===== src/rtl/hazard_forward_unit.sv =====
// Purpose : tracks in-flight destination tags; drives EX operand-forward selects and load-use stall/bubble.
// Latency : controls are combinational from the tags; the tags advance one stage per non-hold clock.
// Backpr. : hold freezes all tags; stall asks upstream to hold PC and IF/ID; flush/stall/invalid bubble ID/EX.
//
// Ports:
//   clk, rst (async, active-high), hold, flush
//   ifIdValid, ifIdRs, ifIdRt, ifIdRd, ifIdRegWrite, ifIdMemRead : decode-stage fields
//   operand1Control / operand2Control : 0 = regfile, k = result of tracked stage k
//   stall      : hold PC and IF/ID this cycle
//   idExBubble : ID/EX is being loaded with a bubble this cycle
//   stallCount, fwdCount : saturating statistics, present only when HAZARD_STATS_EN is defined
module hazard_forward_unit #(
  parameter int REG_AW     = 5,
  parameter int FWD_STAGES = 2,
  parameter int LOAD_STALL = 1,
  parameter int CTRL_W     = 3
) (
  input  logic              clk,
  input  logic              rst,
  input  logic              hold,
  input  logic              flush,
  input  logic              ifIdValid,
  input  logic [REG_AW-1:0] ifIdRs,
  input  logic [REG_AW-1:0] ifIdRt,
  input  logic [REG_AW-1:0] ifIdRd,
  input  logic              ifIdRegWrite,
  input  logic              ifIdMemRead,
  output logic [CTRL_W-1:0] operand1Control,
  output logic [CTRL_W-1:0] operand2Control,
  output logic              stall,
  output logic              idExBubble
`ifdef HAZARD_STATS_EN
  ,
  output logic [15:0]       stallCount,
  output logic [15:0]       fwdCount
`endif
);

  typedef struct packed {
    logic [REG_AW-1:0] rd;
    logic              wr;
    logic              ld;
  } tag_t;

  logic [REG_AW-1:0] idex_rs_q, idex_rs_d;
  logic [REG_AW-1:0] idex_rt_q, idex_rt_d;
  tag_t              idex_q, idex_d;
  tag_t              stg_q [1:FWD_STAGES];
  tag_t              stg_d [1:FWD_STAGES];

  logic load_hit;
  logic insert_bubble;

  // Forwarding: scan farthest to nearest so the nearest producer overwrites.
  always_comb begin
    operand1Control = '0;
    operand2Control = '0;
    for (int k = FWD_STAGES; k >= 1; k--) begin
      if (stg_q[k].wr && stg_q[k].rd != '0) begin
        if (stg_q[k].rd == idex_rs_q) operand1Control = CTRL_W'(k);
        if (stg_q[k].rd == idex_rt_q) operand2Control = CTRL_W'(k);
      end
    end
  end

  // Load-use: a load still in ID/EX or stages 1..LOAD_STALL-1 cannot reach the consumer in time.
  always_comb begin
    load_hit = 1'b0;
    if (LOAD_STALL > 0) begin
      if (idex_q.ld && idex_q.wr && idex_q.rd != '0 &&
          (idex_q.rd == ifIdRs || idex_q.rd == ifIdRt))
        load_hit = 1'b1;
    end
    for (int j = 1; j < LOAD_STALL; j++) begin
      if (stg_q[j].ld && stg_q[j].wr && stg_q[j].rd != '0 &&
          (stg_q[j].rd == ifIdRs || stg_q[j].rd == ifIdRt))
        load_hit = 1'b1;
    end
  end

  assign stall         = ifIdValid && !flush && load_hit;
  assign insert_bubble = stall || flush || !ifIdValid;
  // Reset is reported as a quiet pipeline, not a bubble insertion.
  assign idExBubble    = !rst && !hold && insert_bubble;

  always_comb begin
    idex_rs_d = idex_rs_q;
    idex_rt_d = idex_rt_q;
    idex_d    = idex_q;
    for (int k = 1; k <= FWD_STAGES; k++) stg_d[k] = stg_q[k];
    if (!hold) begin
      // Older tags always drain, even on flush: those instructions are committed.
      stg_d[1] = idex_q;
      for (int k = 2; k <= FWD_STAGES; k++) stg_d[k] = stg_q[k-1];
      if (insert_bubble) begin
        idex_rs_d = '0;
        idex_rt_d = '0;
        idex_d    = '0;
      end else begin
        idex_rs_d = ifIdRs;
        idex_rt_d = ifIdRt;
        idex_d    = '{rd: ifIdRd, wr: ifIdRegWrite, ld: ifIdMemRead};
      end
    end
  end

  always_ff @(posedge clk or posedge rst) begin
    if (rst) begin
      idex_rs_q <= '0;
      idex_rt_q <= '0;
      idex_q    <= '0;
      for (int k = 1; k <= FWD_STAGES; k++) stg_q[k] <= '0;
    end else begin
      idex_rs_q <= idex_rs_d;
      idex_rt_q <= idex_rt_d;
      idex_q    <= idex_d;
      for (int k = 1; k <= FWD_STAGES; k++) stg_q[k] <= stg_d[k];
    end
  end

`ifdef HAZARD_STATS_EN
  logic [15:0] stall_cnt_q, stall_cnt_d;
  logic [15:0] fwd_cnt_q, fwd_cnt_d;

  always_comb begin
    stall_cnt_d = stall_cnt_q;
    fwd_cnt_d   = fwd_cnt_q;
    if (!hold) begin
      if (stall && stall_cnt_q != 16'hFFFF) stall_cnt_d = stall_cnt_q + 16'd1;
      // One count per cycle even when both operands are forwarded.
      if ((operand1Control != '0 || operand2Control != '0) && fwd_cnt_q != 16'hFFFF)
        fwd_cnt_d = fwd_cnt_q + 16'd1;
    end
  end

  always_ff @(posedge clk or posedge rst) begin
    if (rst) begin
      stall_cnt_q <= '0;
      fwd_cnt_q   <= '0;
    end else begin
      stall_cnt_q <= stall_cnt_d;
      fwd_cnt_q   <= fwd_cnt_d;
    end
  end

  assign stallCount = stall_cnt_q;
  assign fwdCount   = fwd_cnt_q;
`endif

endmodule

===== config.mk =====
export PLATFORM = sky130hd
export DESIGN_NAME = hazard_forward_unit
export DESIGN_NICKNAME = d
export VERILOG_FILES = /design/src/rtl/hazard_forward_unit.sv
export SDC_FILE = /design/constraint.sdc
export NUM_CORES = 1
export LEC_CHECK = 0
export ABC_AREA = 1
export BUFFER_PORTS_ARGS = -buffer_cell sky130_fd_sc_hd__clkbuf_2
export CAP_MARGIN = 5
export CORE_AREA = 10 10 70 72
export DETAILED_ROUTE_END_ITERATION = 8
export DIE_AREA = 0 0 80 82
export PLACE_DENSITY = 0.73
export SYNTH_ARGS = -nofsm -noshare
export SYNTH_HDL_FRONTEND = slang
export SYNTH_SLANG_ARGS = --single-unit

===== constraint.sdc =====
create_clock -name clk -period 1.3 [get_ports clk]
set_input_delay 0.26 -clock clk [delete_from_list [all_inputs] [get_ports clk]]
set_output_delay 0.26 -clock clk [all_outputs]
set_load 0.02 [all_outputs]

==> flow_summary.json, run 1 <==
{
  "status": "complete, but fails checks",
  "violations": "negative setup slack",
  "critPathLaunchType": "flip-flop",
  "synthesis.area_um2": 1660,
  "initial_utilization_pct": 46.3,
  "drc": 0,
  "synth_area_per_cell_um2": 7.77,
  "rsz0062_at_grt": "yes",
  "drt-total-wl_um": 4080,
  "routabilityCongestion": 0.833,
  "clk_pin_slew_ps": 100,
  "fin_setup_tns_ps": -5400,
  "grt_max_degree": 38,
  "htreeDepth": 2,
  "multiInputGateArea_um2": 887,
  "wl_met2_um": 2010,
  "clock.fmax_mhz": 537,
  "peakVddDrop_mv": 0.711,
  "utilization_pct": 64.2,
  "vias": 1520,
  "crit_chain": "buf_6 > xnor2_2 > nand3_1 > nand2_1 > nand2_2 > nand2_4 > nand2_4 > nor2_4 > buf_8",
  "instances_no_fill": 324,
  "synth_edf_count": 0,
  "synth_top_area_cell": "dfrtp_1",
  "synth-main-ff-cell": "dfrtp_1",
  "synth_area_leaders": "dfrtp_1 (44%), nand2_1 (15%), xnor2_1 (8.5%)",
  "grt.total_usage_pct": 12.8,
  "core_area_um2": 3580,
  "vias_per_cell": 4.69,
  "dr_wl_met3_um": 277,
  "min_period_over_period_pct": 143,
  "clockBufferDepth": 2,
  "hold_violations": 0,
  "top_layer_used": "met4",
  "synth.distinct_cells": 23,
  "io_buffers": 27,
  "endpoint_kind": "primary output",
  "nets": 297,
  "clock-sinks": 29,
  "first_pass_iters": 4,
  "min_path_type": "in2async",
  "overflow": 0,
  "antenna_cells": 0,
  "drive_gt1_share_pct": 37.3,
  "synth-seq-cells": 29,
  "cpPeakStageDelay_ps": 450,
  "drt-initial-drc-count": 125,
  "grt_pass1_wl_um": 6600,
  "worstPathArrival_ps": 1600,
  "worstSetupPathType": "reg2out",
  "syn_inst": 213,
  "slowest_stage": "dfrtp_2",
  "dp_hpwl_um": 2920,
  "clockRootBuffer": "clkbuf_4",
  "ant_nets": 0,
  "drt-wirelength-per-cell_um": 12.6,
  "chipHeight_um": 82,
  "cp_max_fo": 5,
  "setup_slack_ps": -562,
  "dp_cells": 307,
  "clkLatencyLatePin_ps": 330,
  "die_area_um2": 6560,
  "die_w_um": 80,
  "ff_latch_area_um2": 732,
  "maxCapViolCount": 0,
  "dpl_cell_area_um2": 2050,
  "worstPathRequired_ps": 1040,
  "num_rows": 22,
  "stdcell_area_um2": 2300,
  "cts_made_buffers": 5,
  "leakage_uw": 0.00118,
  "grt_pass1_vias": 1476,
  "synth_warnings": 0,
  "min_period_ps": 1860,
  "area_delta_synth_final_pct": 38.7,
  "seq_area_frac_synth_pct": 43.8,
  "wl_met1_um": 1710,
  "postSynth.asyncResetShare_pct": 100,
  "p_per_area_nw_per_um2": 981,
  "drv_slew": 0,
  "nFillCells": 320,
  "setup_viol": 23,
  "synth_top_cell_area_share_pct": 43.8,
  "hold_ws_ps": 9.54,
  "io-pin-count": 30,
  "fin_worst_skew_ps": 11.8,
  "cpMostUsedCell": "nand2_4",
  "cts_tree": "built",
  "antenna_found_initial": 0
}
## area by class of cell
type / instances / share of cell area, %
inverters: 22 / 3.60
clock inverters: 1 / 0.218
multi-input cells: 154 / 38.6
flip-flops and latches: 29 / 31.9
clock buffers: 7 / 2.83
well taps: 48 / 2.62
repair buffers: 63 / 20.2
## synthesized netlist by cell type (3+ instances only)
library cell and n:
dfrtp_1 29, mux2i_1 4, o21ai_0 24, nor2_1 12, nor3_1 5, inv_2 3
xor2_1 6, nand3_1 7, nand2_1 66, inv_1 19, clkbuf_1 4, a21oi_1 4
nand4_1 3, xnor2_1 16
## worst paths after layout
check                      cells past startpoint                  endpoint                  start  slack, ps
max                                            9                idExBubble  idex_q[4]$_DFFE_PP0N_       -560
min                                            3  idex_rt_q[3]$_DFFE_PP0N_                    rst         10
max reg2reg                                    8  idex_rs_q[4]$_DFFE_PP0N_  idex_q[4]$_DFFE_PP0N_       -160
min reg2reg                                    2      stg_q[1]$_DFFE_PP0N_   stg_q[1]$_DFFE_PP0N_        490
max in group asynchronous                      3      stg_q[9]$_DFFE_PP0N_                    rst        980
min in group clk                               3     idex_q[6]$_DFFE_PP0N_              ifIdRd[4]        170
## placed cells by master, fill, tap and decap left out, drive strengths merged
| cell | n |
|---|---|
| conb | 2 |
| clkbuf | 30 |
| clkinv | 1 |
| inv | 22 |
| buf | 40 |
| o31ai | 1 |
| dfrtp | 29 |
| mux2i | 4 |
| o21ai | 24 |
| nor3 | 5 |
| nand3 | 7 |
| xnor2 | 16 |
| nand2 | 69 |
| nor2 | 13 |
| nand4 | 3 |
| a21oi | 4 |
| xor2 | 6 |
## sequential cells by signal, indices dropped and copies added, names as in the netlist
register,cells
idex_rs_q,5
stg_q,12
idex_rt_q,5
idex_q,7
## layer usage
layer,global-route usage (%),up-vias
met4,4.93,0
li1,-,788
met2,21.7,42
met1,14.4,681
met3,4.91,9
met5,0,-
## cells by family (layout without fill, tap and decap cells)
| logic type | count (synthesis) | count (layout) | share of synthesized area (%) |
|---|---|---|---|
| other cells | 1 | 2 | 0.227 |
| buf+inv | 31 | 93 | 8.69 |
| flops | 29 | 29 | 43.8 |
| xor+xnor | 22 | 22 | 11.6 |
| mux | 4 | 4 | 2.42 |
| compound gates | 29 | 29 | 8.92 |
| simple gates | 97 | 97 | 24.3 |
## critical path, delay by kind of cell (launching register included)
kind          cells  cell delay (ps)
simple gates      6              460
flops             1              450
buf+inv           2              240
xor+xnor          1              120
## power by group
part / switching (µW) / internal [µW]
clock: 316 / 313
sequential: 88.0 / 972
combinational: 276 / 289
## what timing repair did
item / CTS / global route
gates resized for setup: 21 / 17
cloned: 0 / 0
buffers inserted: 6 / 3
hold buffers: 0 / 0
setup endpoints to repair: 23 / 23
pin swaps: 9 / 6
## per-stage QoR
stage                     total power (µW)  setup slack [ps]
final                                 2250              -562
after global placement                1540              -212
after detailed placement              1550              -273
after CTS                             2230              -577
after global routing                  2380              -678
after floorplan                       1370              -173
(Power assumes the default switching activity.)
==> run 2, diff against run 1 <==
Settings changed: ABC_AREA 1 to unset, CORE_AREA 10 10 70 72 to 10 10 72 74, DIE_AREA 0 0 80 82 to 0 0 82 84, MAX_ROUTING_LAYER set to met4, PLACE_DENSITY 0.73 to 0.77.
==> run 2 against run 1 <==
Against the previous run:
- the run still ends with negative setup slack left
- combinational power grew 110%
- synthesized cell count fell by 15%
- flip-flop and latch count did not move
- power increased by 37%
- die area grew 5.0%
- hold slack gained 61 ps
- global-route usage rose by 4.3 points
- non-clock buffer count rose by 28
- sequential share of layout area shrank 7.6 points
- cell count down 2.8%
- first-iteration DRC count shrank 18%
- maximum frequency fell by 16%
- critical endpoint is now operand2Control[1]
- largest cell class unchanged
- highest routed layer unchanged
==> flow_summary.json, run 2 <==
{
  "status": "complete, but fails checks",
  "violations": "negative setup slack",
  "worstPathArrival_ps": 1950,
  "drt-total-wl_um": 5810,
  "grt_pass1_wl_um": 9050,
  "p_seq_share_pct": 36.6,
  "nFillCells": 251,
  "utilization_pct": 77.7,
  "postSynth.asyncResetShare_pct": 100,
  "num_rows": 23,
  "area_delta_synth_final_pct": 58.2,
  "clkLatencyLatePin_ps": 280,
  "cp_max_fo": 2,
  "setup_viol": 23,
  "drt-wirelength-per-cell_um": 18.4,
  "synth_top_area_cell": "dfrtp_1",
  "layout_commonest_cell": "buf_4",
  "htreeDepth": 2,
  "first_pass_iters": 4,
  "nets": 287,
  "clockBufferDepth": 2,
  "grt.total_usage_pct": 17.1,
  "routabilityCongestion": 0.921,
  "fin_total_pwr_uw": 3080,
  "min_path_type": "in2async",
  "chipHeight_um": 84,
  "io_buffers": 27,
  "synth_area_leaders": "dfrtp_1 (38%), xnor2_1 (7.4%), nor3b_1 (7.1%)",
  "syn_inst": 181,
  "path_buf_inv": 1,
  "drv_slew": 0,
  "largest_reg_flops": 12,
  "clock-sinks": 29,
  "drt-initial-drc-count": 103,
  "clock_power_share_pct": 24.7,
  "synth.distinct_cells": 29,
  "vias_per_cell": 5.58,
  "io-pin-count": 30,
  "drive_gt1_share_pct": 60.8,
  "synth_edf_count": 0,
  "top_register": "stg_q",
  "synth-seq-cells": 29,
  "p_switching_uw": 1010,
  "dp_cells": 294,
  "synthesis.area_um2": 1890,
  "die_w_um": 82,
  "vias": 1759,
  "synth_area_per_cell_um2": 10.5,
  "antenna_found_initial": 0,
  "synthTopCellsByCount": "dfrtp_1 (29), nor3b_1 (18), nand3b_1 (17), a22oi_1 (16), xnor2_1 (16)",
  "synth_top_cell_area_share_pct": 38.3,
  "die_area_um2": 6890,
  "cts_made_buffers": 5,
  "biggestRegsByFlops": "stg_q x12, idex_q x7",
  "core_area_um2": 3860,
  "peakVddDrop_mv": 0.836,
  "drc": 0,
  "worstSetupPathType": "reg2out",
  "clock.fmax_mhz": 452,
  "initial_utilization_pct": 49.1,
  "min_period_over_period_pct": 170,
  "clockRootBuffer": "clkbuf_8",
  "endpoint_kind": "primary output",
  "maxCapViolCount": 0,
  "fin_setup_tns_ps": -14680,
  "ant_nets": 0,
  "worstPathRequired_ps": 1040,
  "p_int_uw": 2070,
  "dp_hpwl_um": 3830,
  "crit_chain": "or4_4 > o21ai_4 > nor4_4 > nor4_4 > clkbuf_8",
  "rsz0062_at_grt": "yes",
  "cpPeakStageDelay_ps": 550,
  "leakage_uw": 0.00133,
  "antenna_cells": 0,
  "overflow": 0,
  "cpMostUsedCell": "nor4_4",
  "seq_area_frac_synth_pct": 38.3,
  "hold_violations": 0,
  "crit_family": "simple AND/OR/NAND/NOR gates",
  "pwr-share-comb_pct": 38.7,
  "dpl_worst_slack_ps": -655,
  "p_per_area_nw_per_um2": 1030,
  "setup_slack_ps": -912,
  "grt_pass1_vias": 1843,
  "synth_warnings": 0,
  "switching_share_pct": 32.7,
  "slowest_stage": "or4_4",
  "synth-main-ff-cell": "dfrtp_1",
  "cts_tree": "built",
  "clk_pin_slew_ps": 60,
  "critPathLaunchType": "flip-flop",
  "min_period_ps": 2210,
  "mostFrequentLayoutCells": "buf_4 (51), dfrtp_1 (28), clkbuf_2 (21)",
  "grt_max_degree": 51,
  "yosysMostFrequentCell": "dfrtp_1",
  "fin_worst_skew_ps": 4.18,
  "instances_no_fill": 315
}
[run 2: final cells by class]
class	instances	area (µm²)	share of cell area (%)
multi-input combinational	137	1370	45.8
timing repair buffer	91	744	24.8
sequential	29	727	24.3
clock buffer	7	86.3	2.88
tap	50	62.6	2.09
inverter	1	3.75	0.125
[run 2: path summary, 6_finish.rpt]
path	slack, ps	from	endpoint	depth (start not counted)
min reg2reg	530	stg_q[1]$_DFFE_PP0N_	stg_q[1]$_DFFE_PP0N_	1
max in group asynchronous	940	rst	stg_q[11]$_DFFE_PP0N_	3
max	-910	stg_q[10]$_DFFE_PP0N_	operand2Control[1]	5
max reg2reg	-720	idex_q[2]$_DFFE_PP0N_	idex_rt_q[1]$_DFFE_PP0N_	10
min in group clk	220	ifIdRd[3]	idex_q[5]$_DFFE_PP0N_	3
min	70	rst	stg_q[11]$_DFFE_PP0N_	3
[run 2: repair_timing]
item                                    CTS  global route
endpoints found under the setup margin   23            23
hold buffers                              0             0
pin swaps                                 9            11
buffers inserted                          6            10
gates cloned                              1             0
gates resized for setup                  41            23
[run 2: through the flow]
step	area, µm²	hold slack [ps]
floorplan	2010	338
global placement	2520	359
detailed placement	2520	366
CTS	2810	69.9
global route	3000	99.6
finish	3000	70.5
[run 2: worst min-delay path: cells and delay by family]
| family | cells | cell delay (ps) |
|---|---|---|
| buffers and inverters | 3 | 500 |
[run 2: layer usage]
| layer | vias to the layer above | global-route usage, % | wire length, µm |
|---|---|---|---|
| li1 | 827 | - | - |
| met1 | 884 | 19.7 | 2380 |
| met2 | 36 | 28.6 | 3100 |
| met3 | 12 | 3.99 | 224 |
| met4 | 0 | 4.64 | 110 |
| met5 | - | - | 0 |
[run 2: cells by family (layout without fill, tap and decap cells)]
logic type / count (synthesis) / in the layout / synth area share, %
AO/OA/AOI/OAI: 39 / 39 / 16.0
XOR/XNOR: 30 / 30 / 13.9
buffers and inverters: 16 / 99 / 4.49
flip-flops: 29 / 29 / 38.3
multiplexers: 12 / 12 / 7.13
other: 1 / 2 / 0.198
AND/OR/NAND/NOR: 54 / 54 / 20.0
[run 2: power by group through the flow]
| stage | Clock, µW | Sequential [µW] | Combinational [µW] |
|---|---|---|---|
| after floorplan | 0 | 1150 | 551 |
| after global placement | 0 | 1120 | 930 |
| after detailed placement | 0 | 1130 | 953 |
| after CTS | 765 | 1120 | 1070 |
| after global routing | 824 | 1140 | 1270 |
| final | 760 | 1130 | 1190 |
